## src/rtl/vga_timing_pkg.sv

```systemverilog
// Default 640x480@60 Hz raster timing (100 MHz clock, divide by 4) and shared counter/colour types.
package vga_timing_pkg;

   localparam int H_DISPLAY = 640;
   localparam int H_FP      = 16;
   localparam int H_SYNC    = 96;
   localparam int H_BP      = 48;
   localparam int V_DISPLAY = 480;
   localparam int V_FP      = 10;
   localparam int V_SYNC    = 2;
   localparam int V_BP      = 33;
   localparam int PIX_DIV   = 4;

   localparam int H_TOTAL   = H_DISPLAY + H_FP + H_SYNC + H_BP;
   localparam int V_TOTAL   = V_DISPLAY + V_FP + V_SYNC + V_BP;
   localparam int HS_START  = H_DISPLAY + H_FP;
   localparam int HS_END    = HS_START + H_SYNC - 1;
   localparam int VS_START  = V_DISPLAY + V_FP;
   localparam int VS_END    = VS_START + V_SYNC - 1;

   localparam int CNT_W     = 10;
   localparam int RGB_W     = 12;

   typedef logic [CNT_W-1:0] cnt_t;
   typedef logic [RGB_W-1:0] rgb_t;

   function automatic logic in_window(cnt_t v, int lo, int hi);
      return (int'(v) >= lo) && (int'(v) <= hi);
   endfunction

endpackage

```

## src/rtl/vga_sync_gen_if.sv

```systemverilog
// Raster bundle between the sync generator (master) and the pixel-producing mechanism (slave).
interface vga_sync_gen_if;
   import vga_timing_pkg::*;

   rgb_t rgb_in;
   cnt_t x;
   cnt_t y;
   logic video_on;
   logic p_tick;
   logic frame_tick;
   logic hsync;
   logic vsync;
   rgb_t rgb_out;

   modport master (
      input  rgb_in,
      output x, y, video_on, p_tick, frame_tick, hsync, vsync, rgb_out
   );

   modport slave (
      output rgb_in,
      input  x, y, video_on, p_tick, frame_tick, hsync, vsync, rgb_out
   );
endinterface

```

## src/rtl/pixel_tick_gen.sv

```systemverilog
// Pixel clock enable: one-clk p_tick every PIX_DIV clocks (PIX_DIV >= 2).
// First tick PIX_DIV clocks after reset release; free-running, no backpressure.
module pixel_tick_gen #(
   parameter int PIX_DIV = vga_timing_pkg::PIX_DIV
) (
   input  logic clk,
   input  logic reset,
   output logic p_tick
);
   localparam int W = (PIX_DIV > 1) ? $clog2(PIX_DIV) : 1;
   localparam logic [W-1:0] LAST = W'(PIX_DIV - 1);

   logic [W-1:0] div_q;

   assign p_tick = (div_q == LAST);

   always_ff @(posedge clk or posedge reset) begin
      if (reset) begin
         div_q <= '0;
      end else if (p_tick) begin
         div_q <= '0;
      end else begin
         div_q <= div_q + W'(1);
      end
   end
endmodule

```

## src/rtl/vga_sync_gen.sv

```systemverilog
// VGA raster generator: x/y/video_on/ticks live from the counters; hsync, vsync and rgb_out
// are registered and trail x/y by one pixel period, mutually aligned. No backpressure.
module vga_sync_gen #(
   parameter int H_DISPLAY = vga_timing_pkg::H_DISPLAY,
   parameter int H_FP      = vga_timing_pkg::H_FP,
   parameter int H_SYNC    = vga_timing_pkg::H_SYNC,
   parameter int H_BP      = vga_timing_pkg::H_BP,
   parameter int V_DISPLAY = vga_timing_pkg::V_DISPLAY,
   parameter int V_FP      = vga_timing_pkg::V_FP,
   parameter int V_SYNC    = vga_timing_pkg::V_SYNC,
   parameter int V_BP      = vga_timing_pkg::V_BP,
   parameter int PIX_DIV   = vga_timing_pkg::PIX_DIV
) (
   input  logic           clk,
   input  logic           reset,
   vga_sync_gen_if.master vga
);
   localparam int H_TOTAL  = H_DISPLAY + H_FP + H_SYNC + H_BP;
   localparam int V_TOTAL  = V_DISPLAY + V_FP + V_SYNC + V_BP;
   localparam int HS_START = H_DISPLAY + H_FP;
   localparam int HS_END   = HS_START + H_SYNC - 1;
   localparam int VS_START = V_DISPLAY + V_FP;
   localparam int VS_END   = VS_START + V_SYNC - 1;

   localparam vga_timing_pkg::cnt_t X_LAST = 10'(H_TOTAL - 1);
   localparam vga_timing_pkg::cnt_t Y_LAST = 10'(V_TOTAL - 1);
   localparam vga_timing_pkg::cnt_t X_VIS  = 10'(H_DISPLAY);
   localparam vga_timing_pkg::cnt_t Y_VIS  = 10'(V_DISPLAY);

   vga_timing_pkg::cnt_t x_q;
   vga_timing_pkg::cnt_t y_q;
   vga_timing_pkg::rgb_t rgb_q;
   logic                 hsync_q;
   logic                 vsync_q;
   logic                 p_tick;
   logic                 video_on;

   pixel_tick_gen #(.PIX_DIV(PIX_DIV)) u_tick (
      .clk    (clk),
      .reset  (reset),
      .p_tick (p_tick)
   );

   assign video_on = (x_q < X_VIS) && (y_q < Y_VIS);

   always_ff @(posedge clk or posedge reset) begin
      if (reset) begin
         x_q     <= '0;
         y_q     <= '0;
         hsync_q <= 1'b1;
         vsync_q <= 1'b1;
         rgb_q   <= '0;
      end else if (p_tick) begin
         // Output stage samples the pre-increment position: one pixel period of latency.
         hsync_q <= ~vga_timing_pkg::in_window(x_q, HS_START, HS_END);
         vsync_q <= ~vga_timing_pkg::in_window(y_q, VS_START, VS_END);
         rgb_q   <= video_on ? vga.rgb_in : '0;
         if (x_q == X_LAST) begin
            x_q <= '0;
            y_q <= (y_q == Y_LAST) ? '0 : y_q + 10'd1;
         end else begin
            x_q <= x_q + 10'd1;
         end
      end
   end

   assign vga.x          = x_q;
   assign vga.y          = y_q;
   assign vga.video_on   = video_on;
   assign vga.p_tick     = p_tick;
   assign vga.frame_tick = p_tick && (x_q == X_LAST) && (y_q == Y_LAST);
   assign vga.hsync      = hsync_q;
   assign vga.vsync      = vsync_q;
   assign vga.rgb_out    = rgb_q;
endmodule
```

## src/flat_wrapper.sv

```systemverilog
// flat-port wrapper written by rule: the top's interface ports become plain ports
module vga_sync_gen_flat 
#(
   parameter int H_DISPLAY = vga_timing_pkg::H_DISPLAY,
   parameter int H_FP      = vga_timing_pkg::H_FP,
   parameter int H_SYNC    = vga_timing_pkg::H_SYNC,
   parameter int H_BP      = vga_timing_pkg::H_BP,
   parameter int V_DISPLAY = vga_timing_pkg::V_DISPLAY,
   parameter int V_FP      = vga_timing_pkg::V_FP,
   parameter int V_SYNC    = vga_timing_pkg::V_SYNC,
   parameter int V_BP      = vga_timing_pkg::V_BP,
   parameter int PIX_DIV   = vga_timing_pkg::PIX_DIV
)
  (clk, reset, vga_rgb_in, vga_x, vga_y, vga_video_on, vga_p_tick, vga_frame_tick, vga_hsync, vga_vsync, vga_rgb_out);
  vga_sync_gen_if vga_i ();
  input  logic clk;
  input  logic reset;
  input wire logic [$bits(vga_i.rgb_in)-1:0] vga_rgb_in;
  output wire logic [$bits(vga_i.x)-1:0] vga_x;
  output wire logic [$bits(vga_i.y)-1:0] vga_y;
  output wire logic [$bits(vga_i.video_on)-1:0] vga_video_on;
  output wire logic [$bits(vga_i.p_tick)-1:0] vga_p_tick;
  output wire logic [$bits(vga_i.frame_tick)-1:0] vga_frame_tick;
  output wire logic [$bits(vga_i.hsync)-1:0] vga_hsync;
  output wire logic [$bits(vga_i.vsync)-1:0] vga_vsync;
  output wire logic [$bits(vga_i.rgb_out)-1:0] vga_rgb_out;
  assign vga_i.rgb_in = vga_rgb_in;
  assign vga_x = vga_i.x;
  assign vga_y = vga_i.y;
  assign vga_video_on = vga_i.video_on;
  assign vga_p_tick = vga_i.p_tick;
  assign vga_frame_tick = vga_i.frame_tick;
  assign vga_hsync = vga_i.hsync;
  assign vga_vsync = vga_i.vsync;
  assign vga_rgb_out = vga_i.rgb_out;
  vga_sync_gen #(.H_DISPLAY(H_DISPLAY), .H_FP(H_FP), .H_SYNC(H_SYNC), .H_BP(H_BP), .V_DISPLAY(V_DISPLAY), .V_FP(V_FP), .V_SYNC(V_SYNC), .V_BP(V_BP), .PIX_DIV(PIX_DIV)) u_core (.clk(clk), .reset(reset), .vga(vga_i));
endmodule
```

## config.mk

```make
export PLATFORM = sky130hd
export DESIGN_NAME = vga_sync_gen_flat
export DESIGN_NICKNAME = d
export VERILOG_FILES = /design/src/rtl/vga_timing_pkg.sv /design/src/rtl/vga_sync_gen_if.sv /design/src/rtl/pixel_tick_gen.sv /design/src/rtl/vga_sync_gen.sv /design/src/flat_wrapper.sv
export SDC_FILE = /design/constraint.sdc
export NUM_CORES = 1
export LEC_CHECK = 0
export BUFFER_PORTS_ARGS = -buffer_cell sky130_fd_sc_hd__buf_2
export CORE_ASPECT_RATIO = 2
export CORE_MARGIN = 4
export CORE_UTILIZATION = 51
export DETAILED_ROUTE_END_ITERATION = 7
export PLACE_DENSITY = 0.8
export SETUP_SLACK_MARGIN = 0.15
export SYNTH_ARGS = -nofsm -noshare
export SYNTH_HDL_FRONTEND = slang
export SYNTH_SLANG_ARGS = --single-unit
```

## constraint.sdc

```tcl
create_clock -name clk -period 1.7 [get_ports clk]
set_input_delay 0.34 -clock clk [delete_from_list [all_inputs] [get_ports clk]]
set_output_delay 0.34 -clock clk [all_outputs]
set_load 0.02 [all_outputs]
```

==> results of run 1 <==
==> flip-flops by register name (all words and copies together) (netlist names) <==
name,count
u_core.u_tick.div_q,2
u_core.vga.hsync,1
u_core.vga.rgb_out,12
u_core.vga.vsync,1
u_core.vga.x,10
u_core.vga.y,10
==> final cells by class <==
type / count / area [µm²]
Clock buffer: 8 / 100.1
Fill cell: 192 / 653.1
Inverter: 18 / 67.56
Multi-Input combinational cell: 113 / 964.7
Sequential cell: 36 / 913.4
Tap cell: 32 / 40.04
Timing Repair Buffer: 87 / 639.4
==> cells in the mapped netlist, types with 2 or more instances <==
| master | n |
|---|---|
| a21oi_1 | 4 |
| nor3_1 | 5 |
| nor3_2 | 2 |
| dfstp_2 | 2 |
| xor2_1 | 5 |
| and3_2 | 2 |
| nand2_1 | 24 |
| a22o_1 | 4 |
| and3_1 | 2 |
| nor2b_1 | 2 |
| nand4_1 | 4 |
| dfrtp_1 | 34 |
| clkbuf_1 | 4 |
| and2_2 | 2 |
| xnor2_1 | 5 |
| o21ai_0 | 5 |
| nor2_1 | 7 |
| nand3_1 | 4 |
| ha_1 | 5 |
| inv_1 | 18 |
| o22ai_1 | 13 |
==> final timing paths <==
path / start / end / slack (ns)
setup / recovery: u_core.vga.y[0] / vga_frame_tick / -0.23
hold / removal: reset / u_core.vga.rgb_out[2] / 0.14
setup reg to reg: u_core.vga.y[0] / u_core.vga.y[9] / -0.14
hold reg to reg: u_core.vga.hsync / u_core.vga.hsync / 0.50
max in group asynchronous: reset / u_core.vga.x[6] / 1.21
min in group clk: vga_rgb_in[10] / u_core.vga.rgb_out[10] / 0.31
==> kinds of logic after synthesis <==
group,Yosys count,share of synthesized area
adder cells (fa/ha/maj),5,0.03539
AO/OA/AOI/OAI,29,0.1069
buffers and inverters,24,0.06086
multiplexers,2,0.01203
AND/OR/NAND/NOR,67,0.2244
flip-flops,36,0.5110
XOR/XNOR,10,0.04954
==> power breakdown <==
part | internal [W] | total [W] | switching [W]
Clock | 0.000370 | 0.000670 | 0.000301
Sequential | 0.000871 | 0.000879 | 0.00000770
Combinational | 0.0000381 | 0.000101 | 0.0000625
==> worst max-delay path, cell delays in order (launching register included) <==
cell      delay [ns]
dfrtp_2         0.41
inv_2           0.08
ha_4            0.13
nor4bb_4        0.22
nand4_1         0.22
nor2_4          0.13
buf_6           0.12
==> routing by layer <==
| metal | share of wire | routed length, µm | up-vias |
|---|---|---|---|
| met5 | 0 | 0 | - |
| met2 | 0.57 | 3219 | 70 |
| met1 | 0.35 | 1969 | 808 |
| met3 | 0.041 | 229 | 14 |
| li1 | - | - | 774 |
| met4 | 0.036 | 203 | 0 |
==> through the flow <==
step           power (W)  instance area (µm²)
4_1_cts         0.001633                 2496
3_3_place_gp   0.0009746                 2202
2_1_floorplan  0.0009382                 1818
3_5_place_dp   0.0009767                 2202
5_1_grt         0.001712                 2725
6_report        0.001649                 2725
==> what timing repair did <==
action / CTS / global route
pin swaps: 11 / 17
buffers inserted: 12 / 5
endpoints found under the hold margin: 0 / 0
cloned: 0 / 2
gates resized for setup: 29 / 27
endpoints found under the setup margin: 12 / 23
==> impl_metrics.toml, run 1 <==
[sta]
slew_viol_final = 0
setup_tns_ns = -0.4321
max-slew-margin-rel = 0.6967
finalSetupViolations = 3
tightest_slew_ns = 0.4550
period_share = 1.138
fin_crit_ns = 1.934
fmax_mhz = 517.1
skew_ns = 0.007489
finalHoldWorstSlack_ns = 0.1378
worst_slack_ns = -0.2338
hold_viol_final = 0
rsz0062_at_grt = "true"

[setup_path]
path_class = "register to output pin"
path_max_fanout = 2
worstPathRequired_ns = 1.36
critPathArrivalTime_ns = 1.59
ff2ff_path_depth = 8
worstSetupEndpointType = "output pin"
critPathLaunchType = "register"

[clocking]
htreeDepth = 2
clock_latency_ns = 0.29
cts_buffer_depth = 2
cts_tree = "built"
clk_pin_slew_ns = 0.07
cts.sinks = 36
postCtsHoldBufs = 0
clk_root_buffer_cell = "clkbuf_8"
cts_buffers = 5

[finish]
final_common_cell = "buf_2"
utilization = 0.8067
diodes = 0
area_growth_pct = 54.14
drive_above_1_share = 0.5420
finalNetCount = 280
final_cell_mix = "buf_2 (47), dfrtp_1 (26), buf_4 (24)"
fin_cells = 294

[synth]
yosysTopAreaCell = "dfrtp_1"
synth-edff-count = 0
synthTopCellsByArea = "dfrtp_1 (48%), nand2_1 (5.1%), o22ai_1 (4.6%)"
async_reset_ff_frac = 1.000
syn_area_per_cell_um2 = 10.22
synth_top_cell_area_share = 0.4812
synthCells = 173
syn-num-nets = 192
synth_seq_area_share = 0.5110
yosysWarnings = 0
ys.flop_type = "dfrtp_1"
synth-seq-cells = 36
synthDistinctLibCells = 41
syn_area_mm2 = 0.001768

[worst_hold_path]
hold_path.class = "primary input to async pin"

[floorplan]
die_area_mm2 = 0.004529
rows = 30
start_util = 0.5233
core_area_mm2 = 0.003378
ios = 51
die_w_um = 49.63
die_y_um = 91.27

[power_and_ir_drop]
ir_drop_mv = 0.7007
power.leakage_nw = 1.371
p_per_area_mw_per_mm2 = 605.3

[drt]
vias_per_cell = 5.667
drt_iter0_drc = 24
dr.pass1.iters = 4
antenna_left = 0
route.detailed.drc = 0
wire_per_inst_um = 19.12
wl_um = 5621
vias = 1666

[global_route]
met3_usage = 0.03284
grt_pass1_vias = 1646
grt_use_met2 = 0.3894
grt_usage = 0.2150
grt_pass1_wl_um = 7527
grt.overflow.total = 0
met1_usage = 0.2250
antenna_found_initial = 0
grt_max_degree = 37
busiest_layer = "met2"

[flow_run]
max_cap_viol_count = 0

[place]
place_ws_ns = -0.003102
placed_cells = 267
gp_congestion = 0.7644
dp_hpwl_um = 3019
port_buffers = 50

[run_status]
failed_checks = "negative setup slack"
outcome = "finished, violations left"
(Power assumes the default switching activity.)
==> run 2, diff against run 1 <==
SKIP_LAST_GASP = 1   (was default)
SYNTH_HIERARCHICAL = 1   (was default)
==> run 2 against run 1 <==
  * The flow still finishes with violations (negative setup slack)
  * Critical path depth down 2
  * Fmax decreased by 13%
  * Clock power is 22% higher
  * Largest cell class unchanged
  * Largest power group unchanged
  * Highest routed layer unchanged
==> impl_metrics.toml, run 2 <==
[place]
dp_hpwl_um = 3227
placed_cells = 282
place_ws_ns = -0.2021
port_buffers = 50
gp_congestion = 0.8336

[sta]
finalSetupViolations = 30
fmax_mhz = 449.4
worst_slack_ns = -0.5250
max-slew-margin-rel = 0.7094
fin_crit_ns = 2.225
slew_viol_final = 0
period_share = 1.309
rsz0062_at_grt = "true"
setup_tns_ns = -4.747
tightest_slew_ns = 0.4359
skew_ns = 0.009900
hold_viol_final = 0

[clocking]
cts_buffers = 5
cts_buffer_depth = 2
cts.sinks = 36
clk_root_buffer_cell = "clkbuf_8"
htreeDepth = 2
cts_tree = "built"
clk_pin_slew_ns = 0.07
clock_latency_ns = 0.29

[finish]
finalNetCount = 288
final_common_cell = "buf_2"
drive_above_1_share = 0.5481
final_cell_mix = "buf_2 (48), buf_4 (32), dfrtp_1 (27)"
fill_cells = 193
diodes = 0
area_growth_pct = 57.54
fin_cells = 302
largest_reg_flops = 12

[run_status]
failed_checks = "negative setup slack"
outcome = "finished, violations left"

[setup_path]
path_class = "register to output pin"
path_max_fanout = 2
worstPathRequired_ns = 1.36
r2r_setup_slack_ns = -0.41
critPathArrivalTime_ns = 1.88
crit_start = "u_core/vga.x[6]"
critPathLaunchType = "register"
r2r-start = "u_core/vga.x[6]"
worstSetupEndpointType = "output pin"

[drt]
dr.pass1.iters = 4
antenna_left = 0
route.detailed.drc = 0
drt_iter0_drc = 41
wl_um = 5328
vias = 1710
wire_per_inst_um = 17.64
vias_per_cell = 5.662

[synth]
async_reset_ff_frac = 1.000
synthDistinctLibCells = 36
syn-num-nets = 194
synthCells = 175
synth_most_common_cell = "dfrtp_1"
synth-seq-cells = 36
syn_area_mm2 = 0.001768
synth_top_cell_area_share = 0.4812
synth_seq_area_share = 0.5110
yosys-top-cells-count = "dfrtp_1 (34), inv_1 (20), nand2_1 (17), nand3_1 (13), o22ai_1 (13)"
yosysWarnings = 6
ys.flop_type = "dfrtp_1"
yosysTopAreaCell = "dfrtp_1"
synth-edff-count = 0
syn_area_per_cell_um2 = 10.10
synthTopCellsByArea = "dfrtp_1 (48%), xnor2_1 (5.0%), o22ai_1 (4.6%)"

[power_and_ir_drop]
ir_drop_mv = 0.7356
power.leakage_nw = 1.408
p_per_area_mw_per_mm2 = 643.9

[floorplan]
start_util = 0.5233
die_area_mm2 = 0.004529
die_w_um = 49.63
die_y_um = 91.27
ios = 51
rows = 30
core_area_mm2 = 0.003378

[global_route]
antenna_found_initial = 0
grt_max_degree = 35
grt_pass1_vias = 1726
grt_usage = 0.2220
grt_pass1_wl_um = 7769
grt.overflow.total = 0

[worst_hold_path]
hold_start = "vga_rgb_in[9]"
hold_path.class = "primary input to register"

[flow_run]
max_cap_viol_count = 0
-- run 2: cell types whose count changed after synthesis, moves of 3 or more --
cell     previous run  this run
nor2_1              7        11
xnor2_1             5        10
nand2_1            24        17
a22o_1              4         0
nand3_1             4        13
a21oi_1             4         1
-- run 2: where the power goes --
| part | internal, W | switching, W |
|---|---|---|
| combinational | 0.0000398 | 0.0000582 |
| clock | 0.000517 | 0.000299 |
| sequential | 0.000871 | 0.00000812 |
| total | 0.00143 | 0.000365 |
-- run 2: cells by family (layout without fill, tap and decap cells) --
| logic type | Yosys count | after routing | synth area share |
|---|---|---|---|
| buffers and inverters | 28 | 123 | 0.07006 |
| and+or+nand+nor | 71 | 71 | 0.2427 |
| DFF | 36 | 36 | 0.5110 |
| AOI/OAI and AO/OA | 22 | 22 | 0.07643 |
| xor gates and xnor gates | 13 | 13 | 0.06440 |
| adders and majority gates | 5 | 5 | 0.03539 |
-- run 2: layout make-up --
class | instances | area (µm²) | area share
multi-input cells | 111 | 947.2 | 0.3401
flip-flops and latches | 36 | 912.1 | 0.3275
repair buffers | 95 | 679.4 | 0.2439
clock buffers | 7 | 96.34 | 0.03459
inverters | 20 | 80.08 | 0.02875
well taps | 32 | 40.04 | 0.01438
clock inverters | 1 | 30.03 | 0.01078
-- run 2: through the flow --
stage               cell area (µm²)  power [W]  utilization  hold WS (ns)
finish                         2785   0.001793       0.8244        0.3134
global route                   2785   0.001851       0.8244        0.3193
CTS                            2596   0.001789       0.7685        0.2934
detailed placement             2293  0.0009783       0.6789        0.2126
global placement               2293  0.0009757       0.6789        0.2002
floorplan                      1815  0.0009384            -       0.08118
-- run 2: layer usage --
layer / part of all wire / GRT usage / routed length, µm
met3: 0.044 / 0.03777 / 233
met5: 0 / 0 / 0
met4: 0.026 / 0.09238 / 138
met2: 0.60 / 0.4281 / 3207
met1: 0.33 / 0.2211 / 1749
-- run 2: timing repair --
| item | CTS | global route |
|---|---|---|
| resized for setup | 29 | 25 |
| buffers inserted | 6 | 4 |
| endpoints found under the hold margin | 2 | 0 |
| setup endpoints to repair | 30 | 30 |
| cloned | 0 | 1 |
| pin swaps | 13 | 6 |
| hold buffers | 1 | 0 |
-- run 2: path summary, 6_finish.rpt --
| check | end | cells after the start |
|---|---|---|
| min | u_core/vga.rgb_out[9] | 3 |
| min in group asynchronous | u_core/u_tick/div_q[1] | 3 |
| max | vga_frame_tick | 4 |
| max in group asynchronous | u_core/vga.vsync | 4 |
| min reg2reg | u_core/u_tick/div_q[0] | 1 |
| max reg2reg | u_core/vga.y[7] | 7 |
-- run 2: critical path, stage by stage, from the launching register on --
cell	delay (ns)
dfrtp_2	0.42
or4b_4	0.54
or3_4	0.40
nor2_4	0.11
buf_6	0.12
==> run 3, diff against run 2 <==
ABC_AREA = 1   (was default)
CORE_UTILIZATION = 52   (was 51)
==> run 3 against run 2 <==
  * The run still ends with negative setup slack left
  * Register-to-register slack better by 0.46 ns
  * Total power is 11% lower
  * Critical endpoint unchanged
  * Fmax is 24% higher
  * Clock power is 22% lower
  * Setup slack better by 0.43 ns
  * Area after synthesis is 8.1% higher
  * First-iteration DRC count is 32% higher
==> impl_metrics.toml, run 3 <==
[global_route]
met3_usage = 0.04134
grt_pass1_wl_um = 8487
grt.overflow.total = 0
grt_use_met2 = 0.4258
grt_max_degree = 30
busiest_layer = "met2"
grt_usage = 0.2335
grt_pass1_vias = 1923
antenna_found_initial = 0
met1_usage = 0.2405

[worst_hold_path]
hold_path.class = "primary input to register"

[floorplan]
die_y_um = 93.75
start_util = 0.5536
core_area_mm2 = 0.003453
ios = 51
die_area_mm2 = 0.004770
rows = 30
die_w_um = 50.88

[finish]
fill_cells = 251
final_cell_mix = "nand2_1 (60), buf_2 (47), dfrtp_1 (29)"
area_growth_pct = 41.23
diodes = 0
largest_reg_flops = 12
finalNetCount = 339
utilization = 0.7819
final_common_cell = "nand2_1"
design_area_mm2 = 0.002700
drive_above_1_share = 0.3988

[drt]
antenna_left = 0
wire_per_inst_um = 14.96
dr.pass1.iters = 4
drt_iter0_drc = 54
vias_per_cell = 5.203
wl_um = 5519
route.detailed.drc = 0
vias = 1920

[setup_path]
worstPathRequired_ns = 1.36
critPathArrivalTime_ns = 1.45
r2r_setup_slack_ns = 0.05
path_class = "register to output pin"
critPathLaunchType = "register"
path_max_fanout = 2
worstSetupEndpointType = "output pin"

[power_and_ir_drop]
p_sw_frac = 0.2329
p_per_area_mw_per_mm2 = 592.3
seqPwrFrac = 0.548
ir_drop_mv = 0.5573
p_clk_frac = 0.397
p_int_w = 0.001227
power.leakage_nw = 1.360
p_sw_w = 0.0003724
pwr-share-comb = 0.054

[sta]
finalSetupViolations = 2
hold_viol_final = 0
worst_slack_ns = -0.09365
skew_ns = 0.004987
fin_crit_ns = 1.794
finalHoldWorstSlack_ns = 0.2939
rsz0062_at_grt = "true"
max-slew-margin-rel = 0.7965
fmax_mhz = 557.5
tightest_slew_ns = 0.3029
period_share = 1.055
slew_viol_final = 0
setup_tns_ns = -0.1251

[clocking]
cts_buffers = 5
htreeDepth = 2
cts.sinks = 36
clock_latency_ns = 0.29
cts_tree = "built"
cts_buffer_depth = 2
clk_pin_slew_ns = 0.07
clk_root_buffer_cell = "clkbuf_8"

[synth]
syn_area_mm2 = 0.001912
synthCells = 238
synth_seq_area_share = 0.4725
ys.flop_type = "dfrtp_1"
synth_top_cell_area_share = 0.4450
async_reset_ff_frac = 1.000
synth-seq-cells = 36
synth-edff-count = 0
synthDistinctLibCells = 28
yosys-top-cells-count = "nand2_1 (66), dfrtp_1 (34), inv_1 (26), nor2_1 (21), o21ai_0 (21)"
synthTopCellsByArea = "dfrtp_1 (45%), nand2_1 (13%), o21ai_0 (5.5%)"
yosysTopAreaCell = "dfrtp_1"
synth_most_common_cell = "nand2_1"
syn_area_per_cell_um2 = 8.033
yosysWarnings = 6
syn-num-nets = 257

[place]
gp_congestion = 0.8764
placed_cell_area_mm2 = 0.002316
dp_hpwl_um = 3518
place_ws_ns = 0.06400
port_buffers = 50

[flow_run]
max_cap_viol_count = 0

[run_status]
outcome = "finished, violations left"
failed_checks = "negative setup slack"
## run 3: cell count changes after synthesis, sizes merged, moves of 5 or more
cell | before | now
xnor2 | 10 | 3
inv | 20 | 28
nand3 | 13 | 18
nor4 | 5 | 0
nand2 | 17 | 67
o21ai | 6 | 25
o22ai | 13 | 0
nor2 | 13 | 24
## run 3: final cells by class
class	instances	area, µm²	share of cell area
timing repair buffer	82	536.8	0.1988
sequential	36	909.6	0.3369
multi-input combinational	166	974.7	0.3610
clock buffer	6	82.58	0.03058
inverter	28	117.6	0.04356
tap	48	60.06	0.02224
clock inverter	2	10.01	0.003707
timing repair inverter	1	8.758	0.003244
## run 3: worst max-delay path, cell delays in order (launching register included)
cell and delay, ns:
dfrtp_2 0.42, inv_2 0.08, ha_4 0.12, nand2_1 0.06, nor2_1 0.13, nand3_2 0.12, nor2_4 0.12, buf_6 0.12
## run 3: power groups by stage
| stage | Combinational [W] | Clock [W] | Sequential, W |
|---|---|---|---|
| CTS | 0.0000877 | 0.000649 | 0.000877 |
| detailed placement | 0.0000858 | 0 | 0.000893 |
| finish | 0.0000867 | 0.000636 | 0.000877 |
| floorplan | 0.0000226 | 0 | 0.000913 |
| global route | 0.0000968 | 0.000694 | 0.000879 |
| global placement | 0.0000840 | 0 | 0.000893 |
## run 3: path summary, 6_finish.rpt
check	startpoint	end	depth (start not counted)
min reg2reg	u_core/vga.rgb_out[6]	u_core/vga.rgb_out[6]	2
max in group asynchronous	reset	u_core/vga.hsync	4
min in group asynchronous	reset	u_core/u_tick/div_q[0]	3
max	u_core/vga.y[0]	vga_frame_tick	7
min	vga_rgb_in[7]	u_core/vga.rgb_out[7]	3
max reg2reg	u_core/vga.x[1]	u_core/vga.y[6]	11
## run 3: cells by family after synthesis
logic type                 Yosys count  synth area share
AOI/OAI and AO/OA                   31           0.08966
xor gates and xnor gates             6           0.02749
adders and majority gates            5           0.03272
buffers and inverters               36           0.07787
DFF                                 36            0.4725
and+or+nand+nor                    124            0.2997
## run 3: repair_timing
action | in CTS | in global routing
endpoints found under the hold margin | 7 | 0
cloned | 0 | 1
hold buffers | 1 | 0
pin swaps | 7 | 6
setup endpoints to repair | 3 | 25
gates resized for setup | 14 | 26
buffers inserted | 11 | 8
## run 3: metrics by stage
| stage | total power, W | cells |
|---|---|---|
| floorplan | 0.0009354 | 238 |
| global placement | 0.0009769 | 340 |
| detailed placement | 0.0009792 | 340 |
| CTS | 0.001614 | 360 |
| global route | 0.001670 | 369 |
| finish | 0.001599 | 369 |
## run 3: routing by layer
metal / vias up / routed length [µm]
met5: - / 0
met3: 22 / 212
met1: 899 / 1932
met4: 0 / 228
met2: 76 / 3145
li1: 923 / -
